--- config.mk ---
export PLATFORM = sky130hd
export DESIGN_NAME = sram_arbiter
export DESIGN_NICKNAME = d
export VERILOG_FILES = /design/src/rtl/sram_arb_pkg.sv /design/src/rtl/sram_arb_pick2.sv /design/src/rtl/sram_arbiter.sv
export SDC_FILE = /design/constraint.sdc
export NUM_CORES = 1
export LEC_CHECK = 0
export CAP_MARGIN = 20
export CORE_AREA = 2 2 120 122
export DETAILED_ROUTE_END_ITERATION = 6
export DIE_AREA = 0 0 122 124
export PLACE_DENSITY = 0.78
export SYNTH_ARGS = -nofsm -noshare
export SYNTH_HDL_FRONTEND = slang
export SYNTH_HIERARCHICAL = 1
export SYNTH_SLANG_ARGS = --single-unit
--- constraint.sdc ---
create_clock -name clk -period 2.5 [get_ports clk]
set_input_delay 0.375 -clock clk [delete_from_list [all_inputs] [get_ports clk]]
set_output_delay 0.375 -clock clk [all_outputs]
set_load 0.05 [all_outputs]
--- src/rtl/sram_arb_pkg.sv ---
// Shared definitions for the two-port Sram arbiter.
// Contents:
//   state_e  - sequencer FSM encoding (IDLE, ACCESS)
//   PORT_IF  - requester id of the instruction-fetch port (m0)
//   PORT_DM  - requester id of the data load/store port (m1)
//   BE_W     - number of byte enables per 32-bit word
package sram_arb_pkg;

  typedef enum logic {
    IDLE   = 1'b0,
    ACCESS = 1'b1
  } state_e;

  localparam logic PORT_IF = 1'b0;
  localparam logic PORT_DM = 1'b1;

  localparam int unsigned BE_W = 4;

endpackage

--- src/rtl/sram_arb_pick2.sv ---
// Combinational 2-way picker, one-hot grant output.
// Build option: SRAM_ARB_RR_EN selects round-robin (hosts a last-winner flop);
// otherwise fixed priority with port 1 (data) beating port 0 (fetch).
// Ports:
//   clk, rst_n  - clock and async active-low reset (last-winner flop only)
//   i_req0/1    - requests from port 0 / port 1
//   i_take      - a grant issued this cycle is actually taken (arbiter idle)
//   o_gnt[1:0]  - one-hot winner, bit n = port n
module sram_arb_pick2
  import sram_arb_pkg::*;
(
  input  logic       clk,
  input  logic       rst_n,
  input  logic       i_req0,
  input  logic       i_req1,
  input  logic       i_take,
  output logic [1:0] o_gnt
);

`ifdef SRAM_ARB_RR_EN
  // Id of the port granted last; resets to PORT_DM so m0 wins the first tie.
  logic r_last;

  always_ff @(posedge clk or negedge rst_n) begin
    if (!rst_n) begin
      r_last <= PORT_DM;
    end else if (i_take && (o_gnt != 2'b00)) begin
      r_last <= o_gnt[1];
    end
  end

  always_comb begin
    o_gnt = 2'b00;
    if (i_req0 && i_req1) begin
      o_gnt = (r_last == PORT_DM) ? 2'b01 : 2'b10;
    end else if (i_req1) begin
      o_gnt = 2'b10;
    end else if (i_req0) begin
      o_gnt = 2'b01;
    end
  end
`else
  // Fixed priority has no state; the clock/reset/take inputs are unused here.
  logic w_unused;
  assign w_unused = ^{clk, rst_n, i_take};

  always_comb begin
    o_gnt = 2'b00;
    if (i_req1) begin
      o_gnt = 2'b10;
    end else if (i_req0) begin
      o_gnt = 2'b01;
    end
  end
`endif

endmodule

--- src/rtl/sram_arbiter.sv ---
// Two-requester arbiter/sequencer for the single-port byte-addressed Sram.
// m0 = instruction fetch, m1 = data load/store. One access in flight at a time:
// grant in IDLE (cycle T), Sram command in ACCESS (T+1), rvalid pulse at T+2.
// Build option: SRAM_ARB_RR_EN = round-robin on ties, else m1 has fixed priority.
// Ports:
//   clk, rst_n              - clock, async active-low reset
//   mX_req/we/addr/wdata    - requests (we==0 means read), held until mX_gnt
//   mX_gnt                  - combinational accept, only in IDLE
//   mX_rvalid, mX_rdata     - one-cycle response; rdata is a shared register
//   MemRead, MemWrite       - Sram strobes, active only during ACCESS
//   address, write_data     - latched command, held outside ACCESS
//   read_data               - Sram combinational read data
module sram_arbiter
  import sram_arb_pkg::*;
#(
  parameter int unsigned AW = 32,
  parameter int unsigned DW = 32
) (
  input  logic            clk,
  input  logic            rst_n,
  input  logic            m0_req,
  input  logic [BE_W-1:0] m0_we,
  input  logic [AW-1:0]   m0_addr,
  input  logic [DW-1:0]   m0_wdata,
  output logic            m0_gnt,
  output logic            m0_rvalid,
  output logic [DW-1:0]   m0_rdata,
  input  logic            m1_req,
  input  logic [BE_W-1:0] m1_we,
  input  logic [AW-1:0]   m1_addr,
  input  logic [DW-1:0]   m1_wdata,
  output logic            m1_gnt,
  output logic            m1_rvalid,
  output logic [DW-1:0]   m1_rdata,
  output logic            MemRead,
  output logic [BE_W-1:0] MemWrite,
  output logic [AW-1:0]   address,
  output logic [DW-1:0]   write_data,
  input  logic [DW-1:0]   read_data
);

  state_e          r_state, w_state_next;
  logic            r_id;
  logic [BE_W-1:0] r_we;
  logic [AW-1:0]   r_addr;
  logic [DW-1:0]   r_wdata;
  logic [DW-1:0]   r_rdata;
  logic [1:0]      r_rvalid;
  logic [1:0]      w_pick;
  logic            w_idle;
  logic            w_grant;

  assign w_idle = (r_state == IDLE);

  sram_arb_pick2 u_pick (
    .clk    (clk),
    .rst_n  (rst_n),
    .i_req0 (m0_req),
    .i_req1 (m1_req),
    .i_take (w_idle),
    .o_gnt  (w_pick)
  );

  assign m0_gnt  = w_idle & w_pick[0];
  assign m1_gnt  = w_idle & w_pick[1];
  assign w_grant = m0_gnt | m1_gnt;

  always_ff @(posedge clk or negedge rst_n) begin
    if (!rst_n) begin
      r_state <= IDLE;
    end else begin
      r_state <= w_state_next;
    end
  end

  always_comb begin
    w_state_next = r_state;
    MemRead      = 1'b0;
    MemWrite     = '0;
    unique case (r_state)
      IDLE: begin
        if (w_grant) w_state_next = ACCESS;
      end
      ACCESS: begin
        w_state_next = IDLE;
        MemRead      = (r_we == '0);
        MemWrite     = r_we;
      end
      default: w_state_next = IDLE;
    endcase
  end

  always_ff @(posedge clk or negedge rst_n) begin
    if (!rst_n) begin
      r_id     <= PORT_IF;
      r_we     <= '0;
      r_addr   <= '0;
      r_wdata  <= '0;
      r_rdata  <= '0;
      r_rvalid <= 2'b00;
    end else begin
      r_rvalid <= 2'b00;
      if (w_grant) begin
        r_id    <= m1_gnt ? PORT_DM : PORT_IF;
        r_we    <= m1_gnt ? m1_we    : m0_we;
        r_addr  <= m1_gnt ? m1_addr  : m0_addr;
        r_wdata <= m1_gnt ? m1_wdata : m0_wdata;
      end
      if (r_state == ACCESS) begin
        r_rvalid <= (r_id == PORT_DM) ? 2'b10 : 2'b01;
        // Writes leave the read-data register untouched.
        if (r_we == '0) r_rdata <= read_data;
      end
    end
  end

  assign address    = r_addr;
  assign write_data = r_wdata;
  assign m0_rvalid  = r_rvalid[0];
  assign m1_rvalid  = r_rvalid[1];
  assign m0_rdata   = r_rdata;
  assign m1_rdata   = r_rdata;

endmodule

After elaboration in Yosys (flattened, before gate mapping)
Cells that the tools add are included. Widths: inputs -> output; s select.

Divide/modulo/power cells: 0. Multipliers: 0. Muxes and demuxes: 12. Shift operators: 0. Add/sub/neg operators: 0. Equality and inequality tests: 0. Reduce and logical (&&, ||, !) cells: 2. Bitwise gates (word level): 4. $lt $le $gt $ge: 0.

Operator list (number): $mux 32 (2); $mux 4 (2); $mux 2 (3); $logic_not 4->1 (1); $mux 1 (4); $and 1x1->1 (2); $pmux 1 s2 (1); $reduce_and 2->1 (1); $not 1->1 (1); $or 1x1->1 (1).

Output and inout bits: 137. Flip-flop bits (word level): 104. Logic and storage cells: 25. RAM bits: 0. Latch bits: 0. ROM bits: 0. Input port bits: 172. Memories kept: 0.

Logic depth before layout (Yosys ltp)
Gate-level depths: netlist of run 1.

Depth in word-level cells: 6. Mapped depth: 8. Mapped depth without buffers: 5.

Hierarchy
The synthesis of run 1 kept the hierarchy.

By module, submodules not included: sram_arbiter (area an instance 4823.4 µm², sequential area each 2602.5 µm², cells an instance 492, instances 1); sram_arb_pick2 (area an instance 21.3 µm², sequential area each 0.0 µm², cells an instance 2, instances 1).

Worst setup path after synthesis of run 1
OpenSTA, ideal clock, no wires.

Path type: reg-to-output. Start: reg r_state. End: out m1_gnt. Cell stages (with the launch flop): 6. Arrival time: 1304 ps. Path buffers: 3. Required time: 2125 ps. Slack: 821 ps. Cell sequence: dfrtp_1 buf_6 nand2b_1 buf_2 clkbuf_1 inv_1.

Word-level cells in the longest chain between the ends: 2.

Ends and longest elaborated chain: start: declaration (line sram_arbiter.sv:42) `state_e r_state, w_state_next;`; start signal: assignment (line sram_arbiter.sv:72) `r_state <= w_state_next;`; $not 1->1; $and 1x1->1 (line sram_arbiter.sv:65) `assign m1_gnt = w_idle & w_pick[1];`; end: declaration (line sram_arbiter.sv:32) `output logic m1_gnt,`.

No other way between the ends.

Worst setup path in the final report of run 1
Start: reg r_state. End: out MemWrite[0].

Word-level cells in the longest chain between the ends: 1.

Ends and longest elaborated chain: $mux 4 (line sram_arbiter.sv:80) `unique case (r_state)`; end: declaration (line sram_arbiter.sv:36) `output logic [BE_W-1:0] MemWrite,`.

No other way between the ends.

==> PnR_summary.wiki, run 1 <==
{| class="wikitable"
! Metric !! Value
|-
| Run status || completed
|-
| First-pass GRT wire length || 23.3 mm
|-
| Cells along the critical path || and2_2, clkdlybuf4s50_1
|-
| Fraction of synthesized cell area taken by the top area cell type || 0.537
|-
| Synthesized instance count || 494
|-
| Worst endpoint data arrival time || 1860 ps
|-
| Worst-Margin Slew || a little over 600 ps
|-
| Minimum period implied by the final worst setup slack || 2240 ps
|-
| Slowest stage cell on the critical path || clkdlybuf4s50_1
|-
| Via count of the first global-routing pass || 4546
|-
| Slack of the worst reg-to-reg path || 610 ps
|-
| Final worst path period share || 0.894
|-
| Quantity of I/O buffers inserted on ports || 308
|-
| Aggregate routed wire length || 15.5 mm
|-
| Delay of the slowest cell on the worst path || between 700 and 800 ps
|-
| Number of nets in the finished design || 927
|-
| Clock tree sinks || 104
|-
| Post-synthesis average cell area || 9.81 µm²
|-
| Path type of the worst min-delay path || primary input to asynchronous set/reset pin
|-
| Detailed-route vias per instance || 4.82
|-
| Setup repair after global routing missed its margin || false
|-
| Worst setup startpoint || r_state
|-
| WL per Instance || approximately 17 µm
|-
| Antenna violations before repair || 1
|-
| Bufs on Longest Clock Path || 2
|-
| Latest clock arrival within the worst-skew pair || about 350 ps
|-
| Synth Area in Compound Gates || 0.0878
|-
| Number of instances in the placed design || 924
|-
| Max H-tree Level || 3
|-
| Unique masters post-synth || 20
|-
| Category of the worst setup path launch point || flop
|-
| Post-synth top area cell || dfrtp_1
|-
| Capture instance of the worst register-to-register path || m0_rdata[12]
|-
| Net count after synthesis || 666
|-
| Worst setup EP type || output pin
|-
| Cell with the most instances after synthesis || nand2_1
|-
| Number of hold buffers added after CTS || 0
|-
| Number of enable-type register cells in the synthesized netlist || 0
|-
| Req. time, crit path || between 2000 and 2500 ps
|-
| Top cells by area, synth || dfrtp_1 54%, nand2_1 11%, mux2_4 9.0%
|-
| Total placed instance area || 7820 µm²
|-
| Area used by sequential logic in the layout || 2600 µm²
|-
| CTS tree || yes
|-
| Fill cell count || between 1000 and 1500
|-
| Count of non-filler cells in the finished layout || roughly 940
|-
| Via total after detailed routing || ~4500
|-
| Post-synthesis simple-gate area fraction || 0.179
|-
| Clock root buffer master || clkbuf_16
|-
| Design Power || 0.00915 W
|-
| Final setup violation count || 0
|-
| Worst hold slack || between 20 and 25 ps
|-
| Clock slew at reported path FFs || 70 ps
|-
| List of most frequent post-synthesis cells || 138 x nand2_1, 104 x dfrtp_1, 71 x nor2_1
|-
| Fraction of the mapped netlist area in adder cells || 0
|-
| DIE HEIGHT || around 120 µm
|-
| Most used DFF post-synth || dfrtp_1
|-
| All-layer global routing usage || 0.201
|-
| Pwr dens || 1130 nW/µm²
|-
| Area delta synth->final || 67.3%
|-
| Share of synthesized area occupied by flip-flops and latches || 0.537
|-
| Register bit total from synthesis || around 100
|-
| Layout cells sized above 1 || 0.0895
|-
| Worst vdd ir || around 0.42 mV
|-
| Synth Cell Area || approximately 4800 µm²
|-
| I/O pin total || 309
|-
| Post-CTS Setup Inserts || 0
|-
| Routability cong. || 0.819
|-
| Die span in x || 122 µm
|-
| DIE AREA || 15100 µm²
|-
| Maximum number of pins on one net before global-route repair || 88
|-
| Proportion of synthesized flip-flops having asynchronous set or reset || 1.00
|-
| Launching point of the worst reg2reg path || r_we[0]
|-
| Number of resized instances in the post-cts repair step || 0
|-
| F_max || 447 MHz
|-
| Count of max-cap constraint violations || 0
|-
| Worst r2r path cells || 4
|-
| Multi-input gate area || 1770 µm²
|-
| Number of pins with negative max-slew slack in the final report || 0
|-
| Num CTS Buffers || 9
|-
| Initial Util || 0.353
|-
| Normalized max-slew margin || 0.591
|-
| Largest clock skew in the final design || 9.83 ps
|-
| Synthesis warning total || 6
|-
| Highest fanout seen on the critical path || 10
|-
| DPL Wire Length || around 12 mm
|-
| Remaining routing DRC violations || 0
|-
| Leakage power || 3.53 nW
|-
| Number of search-and-repair iterations in the first detailed-routing pass || 5
|-
| Leftover overflow at the end of global routing || 0
|-
| Drt first-iter violations || between 150 and 200
|-
| Final Cell Area || 8110 µm²
|-
| Total count of hold-check failures in the final report || 0
|-
| Mux share of post-synthesis cell area || 0.0968
|-
| Largest family of logic cells by synthesized area || simple AND/OR/NAND/NOR gates
|-
| Row count || 43
|-
| XOR/XNOR Fraction of Synth Area || 0
|-
| Critical setup path kind || flop to output pin
|-
| Final total negative setup slack || 0 ps
|-
| Core box area || 13700 µm²
|-
| ANT nets after route || 0
|}
## state kept, by name (all words and copies together) (netlist names)
name,count
r_state,1
r_id,1
m0_rdata,32
r_we,4
r_rvalid,2
write_data,32
address,32
## cell families (layout without fill, tap and decap cells)
logic type,after synthesis,count (layout)
compound gates,68,68
buf+inv,71,337
flops,104,104
mux,32,32
other cells,0,1
simple gates,219,219
## final cells by class
type                       instances  area share
antenna                            1    0.000309
clock buffer                      11      0.0312
clock inverter                     5     0.00386
inverter                           4     0.00201
multi-input combinational        319       0.219
sequential                       104       0.321
tap                              180      0.0278
timing repair buffer             317       0.395
## placed cells by master (no fill, tap or decap)
master	n
and2_2	1
nor2b_4	1
inv_1	3
buf_4	8
clkbuf_16	9
clkdlybuf4s50_1	304
a31oi_1	68
mux2_2	3
clkinv_4	1
mux2_4	29
nand2b_4	2
nor4_2	1
clkinv_2	4
nand2_1	138
nor2_1	71
nand2_2	1
diode_2	1
clkinvlp_4	1
and2_1	4
clkbuf_8	2
dfrtp_1	104
buf_12	5
## metrics by stage
| stage | utilization | setup slack [ps] |
|---|---|---|
| 5_1_grt | 0.591 | 192 |
| 3_3_place_gp | 0.570 | 562 |
| 3_5_place_dp | 0.570 | 459 |
| 4_1_cts | 0.591 | 236 |
| 6_report | 0.591 | 264 |
| 2_1_floorplan | - | 821 |
## worst max-delay path by stage
stage,end,slack [ps],depth (start not counted)
finish,MemWrite[0],260,2
global route,MemWrite[0],190,2
CTS,MemWrite[0],240,2
detailed placement,write_data[29],460,7
global placement,m0_gnt,560,5
floorplan,m1_gnt,820,5
## routing by layer
| metal | vias up | track usage | routed length (µm) |
|---|---|---|---|
| li1 | 2120 | - | - |
| met1 | 2164 | 0.231 | 5880 |
| met2 | 230 | 0.355 | 8110 |
| met3 | 23 | 0.0522 | 1230 |
| met4 | 0 | 0.0819 | 342 |
| met5 | - | 0 | 0 |
## critical path: cells and delay by family, from the launching register on
kind | cells | cell delay, ps
buffers and inverters | 1 | 790
AND/OR/NAND/NOR | 1 | 210
flip-flops | 1 | 520
## power by group
group | total (W) | internal (W) | switching (W)
Sequential | 0.00252 | 0.00216 | 0.000360
Clock | 0.00135 | 0.000727 | 0.000623
Combinational | 0.00528 | 0.00192 | 0.00336
Total | 0.00915 | 0.00480 | 0.00435
(Power assumes the default switching activity.)
==> run 2: changes to the inputs <==
Settings changed: SETUP_SLACK_MARGIN set to 0.3, SLEW_MARGIN set to 20.
==> PnR_summary.wiki, run 2 (synthesized netlist as in run 1, its figures left out) <==
{| class="wikitable"
! Metric !! Value
|-
| Maximum number of pins on one net before global-route repair || 88 (unchanged)
|-
| Latest clock arrival within the worst-skew pair || 350 ps (about the same)
|-
| Die span in x || 122 µm (unchanged)
|-
| Count of max-cap constraint violations || 0 (unchanged)
|-
| Launching point of the worst reg2reg path || r_we[0] (unchanged)
|-
| Path type of the worst min-delay path || primary input to asynchronous set/reset pin (unchanged)
|-
| Number of hold buffers added after CTS || 0 (unchanged)
|-
| Quantity of I/O buffers inserted on ports || 308 (unchanged)
|-
| First-pass GRT wire length || 23.3 mm (unchanged)
|-
| Count of non-filler cells in the finished layout || 941 (unchanged)
|-
| ANT nets after route || 0 (unchanged)
|-
| Worst setup EP type || output pin (unchanged)
|-
| Req. time, crit path || 2120 ps (about the same)
|-
| Run status || completed (unchanged)
|-
| Setup slack of the critical path after layout || 441 ps (was 264 ps)
|-
| Worst hold slack || 23.1 ps (about the same)
|-
| Antenna violations before repair || 1 (unchanged)
|-
| Bufs on Longest Clock Path || 2 (unchanged)
|-
| CTS tree || yes (unchanged)
|-
| Row count || 43 (unchanged)
|-
| Final total negative setup slack || 0 ps (unchanged)
|-
| Layout cells sized above 1 || 0.0895 (unchanged)
|-
| Routability cong. || 0.819 (unchanged)
|-
| WL per Instance || 16.5 µm (about the same)
|-
| Highest fanout seen on the critical path || 13 (was 10)
|-
| Largest clock skew in the final design || 9.83 ps (about the same)
|-
| Num CTS Buffers || 9 (unchanged)
|-
| Critical setup path kind || flop to output pin (unchanged)
|-
| Multi-input gate area || 1780 µm² (was 1770 µm²)
|-
| Area delta synth->final || 67.3% (unchanged)
|-
| Normalized max-slew margin || 0.591 (about the same)
|-
| Post-CTS Setup Inserts || 0 (unchanged)
|-
| Final worst path period share || 0.824 (was 0.894)
|-
| Number of resized instances in the post-cts repair step || 4 (was 0)
|-
| All-layer global routing usage || 0.201 (unchanged)
|-
| Worst vdd ir || 0.418 mV (about the same)
|-
| Number of instances in the placed design || 924 (unchanged)
|-
| DPL Wire Length || 11.7 mm (unchanged)
|-
| Total placed instance area || 7820 µm² (unchanged)
|-
| Number of nets in the finished design || 927 (unchanged)
|-
| Fill cell count || 1125 (was 1127)
|-
| DIE AREA || 15100 µm² (unchanged)
|-
| Number of pins with negative max-slew slack in the final report || 0 (unchanged)
|-
| Final Cell Area || 8110 µm² (unchanged)
|-
| Minimum period implied by the final worst setup slack || 2060 ps (was 2240 ps)
|-
| Area used by sequential logic in the layout || 2600 µm² (unchanged)
|-
| Worst endpoint data arrival time || 1680 ps (was 1860 ps)
|-
| Clock slew at reported path FFs || 70 ps (about the same)
|-
| Max H-tree Level || 3 (unchanged)
|-
| Number of search-and-repair iterations in the first detailed-routing pass || 4 (was 5)
|-
| Core box area || 13700 µm² (unchanged)
|-
| Clock tree sinks || 104 (unchanged)
|-
| Via count of the first global-routing pass || 4546 (unchanged)
|-
| Detailed-route vias per instance || 4.80 (was 4.82)
|-
| Initial Util || 0.353 (unchanged)
|-
| Final setup violation count || 0 (unchanged)
|-
| Remaining routing DRC violations || 0 (unchanged)
|-
| Total count of hold-check failures in the final report || 0 (unchanged)
|-
| Clock root buffer master || clkbuf_16 (unchanged)
|-
| Leftover overflow at the end of global routing || 0 (unchanged)
|-
| Aggregate routed wire length || 15.5 mm (about the same)
|-
| Drt first-iter violations || 176 (unchanged)
|-
| Category of the worst setup path launch point || flop (unchanged)
|-
| Worst setup startpoint || r_we[0] (was r_state)
|-
| Worst r2r path cells || 4 (unchanged)
|-
| Worst-Margin Slew || 613 ps (about the same)
|-
| Most common cell after layout, fill and taps aside || clkdlybuf4s50_1 (unchanged)
|-
| Via total after detailed routing || 4520 (was 4537)
|-
| Pwr dens || 1130 nW/µm² (about the same)
|-
| I/O pin total || 309 (unchanged)
|-
| DIE HEIGHT || 124 µm (unchanged)
|-
| Pre-CTS worst setup slack || 459 ps (unchanged)
|-
| Setup repair after global routing missed its margin || false (unchanged)
|-
| F_max || 486 MHz (was 447 MHz)
|-
| Most frequent cells in the layout || 300 x clkdlybuf4s50_1, 138 x nand2_1, 104 x dfrtp_1 (was 304 x clkdlybuf4s50_1, 138 x nand2_1, 104 x dfrtp_1)
|-
| Leakage power || 3.55 nW (was 3.53 nW)
|}
[run 2: cell count changes in the layout (fill, tap and decap cells not counted)]
cell             previous run  this run
dlygate4sd2_1               0         4
nand2_4                     0         1
nand2_2                     1         0
clkdlybuf4s50_1           304       300
[run 2: stage by stage]
stage | power, W | utilization
floorplan | 0.00623 | -
global placement | 0.00778 | 0.570
detailed placement | 0.00785 | 0.570
CTS | 0.00923 | 0.590
global route | 0.00952 | 0.591
finish | 0.00914 | 0.591
[run 2: area by class of cell]
cell class / instances / area share
tap: 180 / 0.0278
clock buffer: 11 / 0.0312
timing repair buffer: 317 / 0.395
clock inverter: 5 / 0.00386
antenna: 1 / 0.000309
sequential: 104 / 0.321
inverter: 4 / 0.00201
multi-input combinational: 319 / 0.219
[run 2: metal layers]
metal | wire [µm] | GRT usage | share of wire
met5 | 0 | 0 | 0
met4 | 342 | 0.0819 | 0.022
met3 | 1210 | 0.0522 | 0.078
met2 | 8110 | 0.355 | 0.52
met1 | 5850 | 0.231 | 0.38
[run 2: critical path, cell delays in order, from the launching register on]
cell and delay [ps]:
dfrtp_1 410, nor4_2 400, nand2_4 230, inv_1 160, buf_12 140
[run 2: worst paths after layout]
path / endpoint / slack [ps]
max: MemRead / 440
min: address[26] / 20
max reg2reg: m0_rdata[12] / 680
min reg2reg: r_rvalid[0] / 460
max in group asynchronous: r_we[1] / 1750
min in group clk: r_rvalid[0] / 460
[run 2: power by group]
group,leakage (nW),switching (W),total (W),internal (W)
registers,1.19,0.000361,0.00252,0.00216
logic,2.22,0.00336,0.00528,0.00191
clock network,0.141,0.000622,0.00135,0.000727
total,3.55,0.00435,0.00914,0.00480
==> run 3: changes to the inputs <==
Settings changed: CORE_AREA 2 2 120 122 to unset, CORE_MARGIN set to 2, CORE_UTILIZATION set to 33, DIE_AREA 0 0 122 124 to unset, PLACE_DENSITY 0.78 to 0.77.
Clock period 2.5 ns to 1.8 ns, I/O delays scaled along.
==> PnR_summary.wiki, run 3 (synthesized netlist as in run 1, its figures left out) <==
{| class="wikitable"
! Metric !! Value
|-
| Quantity of I/O buffers inserted on ports || 308 (unchanged)
|-
| Bufs on Longest Clock Path || 2 (unchanged)
|-
| Worst-Margin Slew || 558 ps (was 613 ps)
|-
| Maximum number of pins on one net before global-route repair || 105 (was 88)
|-
| Via total after detailed routing || 4492 (was 4520)
|-
| DIE HEIGHT || 125 µm (was 124 µm)
|-
| Capture instance of the worst register-to-register path || m0_rdata[21] (was m0_rdata[12])
|-
| Clock root buffer master || clkbuf_16 (unchanged)
|-
| DIE AREA || 15700 µm² (was 15100 µm²)
|-
| Row count || 44 (was 43)
|-
| Path type of the worst min-delay path || primary input to asynchronous set/reset pin (unchanged)
|-
| DPL Wire Length || 10.8 mm (was 11.7 mm)
|-
| Pwr dens || 1520 nW/µm² (was 1130 nW/µm²)
|-
| Remaining routing DRC violations || 0 (unchanged)
|-
| Worst endpoint data arrival time || 1490 ps (was 1680 ps)
|-
| Layout cells sized above 1 || 0.279 (was 0.0895)
|-
| Req. time, crit path || 1530 ps (was 2120 ps)
|-
| WL per Instance || 15.8 µm (was 16.5 µm)
|-
| All-layer global routing usage || 0.192 (was 0.201)
|-
| CTS tree || yes (unchanged)
|-
| Worst hold slack || -3.42 ps (was 23.1 ps)
|-
| Worst r2r path cells || 5 (was 4)
|-
| First-pass GRT wire length || 23.9 mm (was 23.3 mm)
|-
| Launching point of the worst reg2reg path || r_we[3] (was r_we[0])
|-
| Slack of the worst reg-to-reg path || 170 ps (was 680 ps)
|-
| ANT nets after route || 0 (unchanged)
|-
| Final setup violation count || 0 (unchanged)
|-
| Initial Util || 0.336 (was 0.353)
|-
| Minimum period implied by the final worst setup slack || 1760 ps
|-
| Multi-input gate area || 1790 µm² (was 1780 µm²)
|-
| Worst setup EP type || output pin (unchanged)
|-
| Core box area || 14400 µm² (was 13700 µm²)
|-
| Die span in x || 125 µm (was 122 µm)
|-
| Antenna violations before repair || 0 (was 1)
|-
| Most common cell after layout, fill and taps aside || clkdlybuf4s50_1 (unchanged)
|-
| Clock tree sinks || 104 (unchanged)
|-
| Total count of hold-check failures in the final report || 4 (was 0)
|-
| Number of nets in the finished design || 940 (was 927)
|-
| Highest fanout seen on the critical path || 2 (was 13)
|-
| Count of max-cap constraint violations || 0 (unchanged)
|-
| Normalized max-slew margin || 0.628 (was 0.591)
|-
| Antenna fix cells || 0 (was 1)
|-
| Number of search-and-repair iterations in the first detailed-routing pass || 4 (unchanged)
|-
| F_max || 567 MHz
|-
| Fill cell count || 1260 (was 1125)
|-
| Max H-tree Level || 3 (unchanged)
|-
| Detailed-route vias per instance || 4.69 (was 4.80)
|-
| Number of pins with negative max-slew slack in the final report || 0 (unchanged)
|-
| I/O pin total || 309 (unchanged)
|-
| Leftover overflow at the end of global routing || 0 (unchanged)
|-
| Drt first-iter violations || 184 (was 176)
|-
| Via count of the first global-routing pass || 4414 (was 4546)
|-
| Area delta synth->final || 67.8% (was 67.3%)
|-
| Setup repair after global routing missed its margin || true (was false)
|-
| Area used by sequential logic in the layout || 2600 µm² (about the same)
|-
| Category of the worst setup path launch point || flop (unchanged)
|-
| Setup slack of the critical path after layout || 37.3 ps (was 441 ps)
|-
| Number of hold buffers added after CTS || 0 (unchanged)
|-
| Pre-CTS worst setup slack || 70.6 ps (was 459 ps)
|-
| Aggregate routed wire length || 15.1 mm (was 15.5 mm)
|-
| Clock slew at reported path FFs || 70 ps (about the same)
|-
| Num CTS Buffers || 9 (unchanged)
|-
| Routability cong. || 0.830 (was 0.819)
|-
| Critical setup path kind || flop to output pin (unchanged)
|-
| Leakage power || 3.72 nW (was 3.55 nW)
|-
| Final worst path period share || 0.979
|-
| Run status || finished with violations (was completed)
|-
| Largest clock skew in the final design || 5.14 ps (was 9.83 ps)
|-
| Worst vdd ir || 0.777 mV (was 0.418 mV)
|-
| Latest clock arrival within the worst-skew pair || 340 ps (was 350 ps)
|-
| Most frequent cells in the layout || 169 x clkdlybuf4s50_1, 138 x nand2_1, 103 x dfrtp_1 (was 300 x clkdlybuf4s50_1, 138 x nand2_1, 104 x dfrtp_1)
|-
| Failing checks || hold timing
|}
## run 3: changes by cell type in the layout (fill, tap and decap cells not counted), moves of 5 or more
cell             before  now
clkdlybuf4s15_1       0    5
clkdlybuf4s15_2       0   41
buf_12                5   15
buf_4                 8   63
clkbuf_2              0   34
clkdlybuf4s50_1     300  169
## run 3: layout make-up
type,instances,area share
sequential,104,0.320
tap,184,0.0283
inverter,4,0.00385
clock inverter,6,0.00539
timing repair buffer,330,0.393
clock buffer,10,0.0294
multi-input combinational,319,0.220
## run 3: power by group
group	switching [W]	internal, W
Clock	0.000907	0.000980
Combinational	0.00468	0.00229
Sequential	0.000486	0.00299
Total	0.00607	0.00627
## run 3: worst max-delay path by stage
stage                          to  startpoint
finish                    MemRead     r_we[3]
global route              MemRead     r_we[3]
CTS                       MemRead     r_we[3]
detailed placement  write_data[5]      m1_req
global placement    write_data[9]      m0_req
floorplan                  m1_gnt     r_state
## run 3: per-layer routing
layer	share of wire	global-route usage	vias to the layer above
met5	0	0	-
met4	0.032	0.0797	0
met3	0.072	0.0522	30
met2	0.49	0.323	192
met1	0.40	0.234	2122
li1	-	-	2148
## run 3: stage by stage
stage	utilization	setup TNS [ps]	instance area, µm²	std cells	power (W)
after floorplan	-	0	4850	494	0.00865
after global placement	0.543	0	7830	931	0.0107
after detailed placement	0.543	0	7830	931	0.0108
after CTS	0.573	-18.7	8270	954	0.0126
after global routing	0.564	-61.4	8130	957	0.0129
final	0.564	0	8130	957	0.0123
## run 3: worst max-delay path, cell delays in order (launching register included)
cell and delay, ps:
dfrtp_1 410, nor4_4 300, nand2_2 110, buf_12 140, clkinvlp_4 70, buf_12 130
## run 3: repair_timing
item | in CTS | in global routing
endpoints found under the hold margin | 0 | 0
gates cloned | 1 | 0
resized for setup | 212 | 37
setup endpoints to repair | 119 | 72
buffers inserted | 6 | 3
pin swaps | 3 | 3
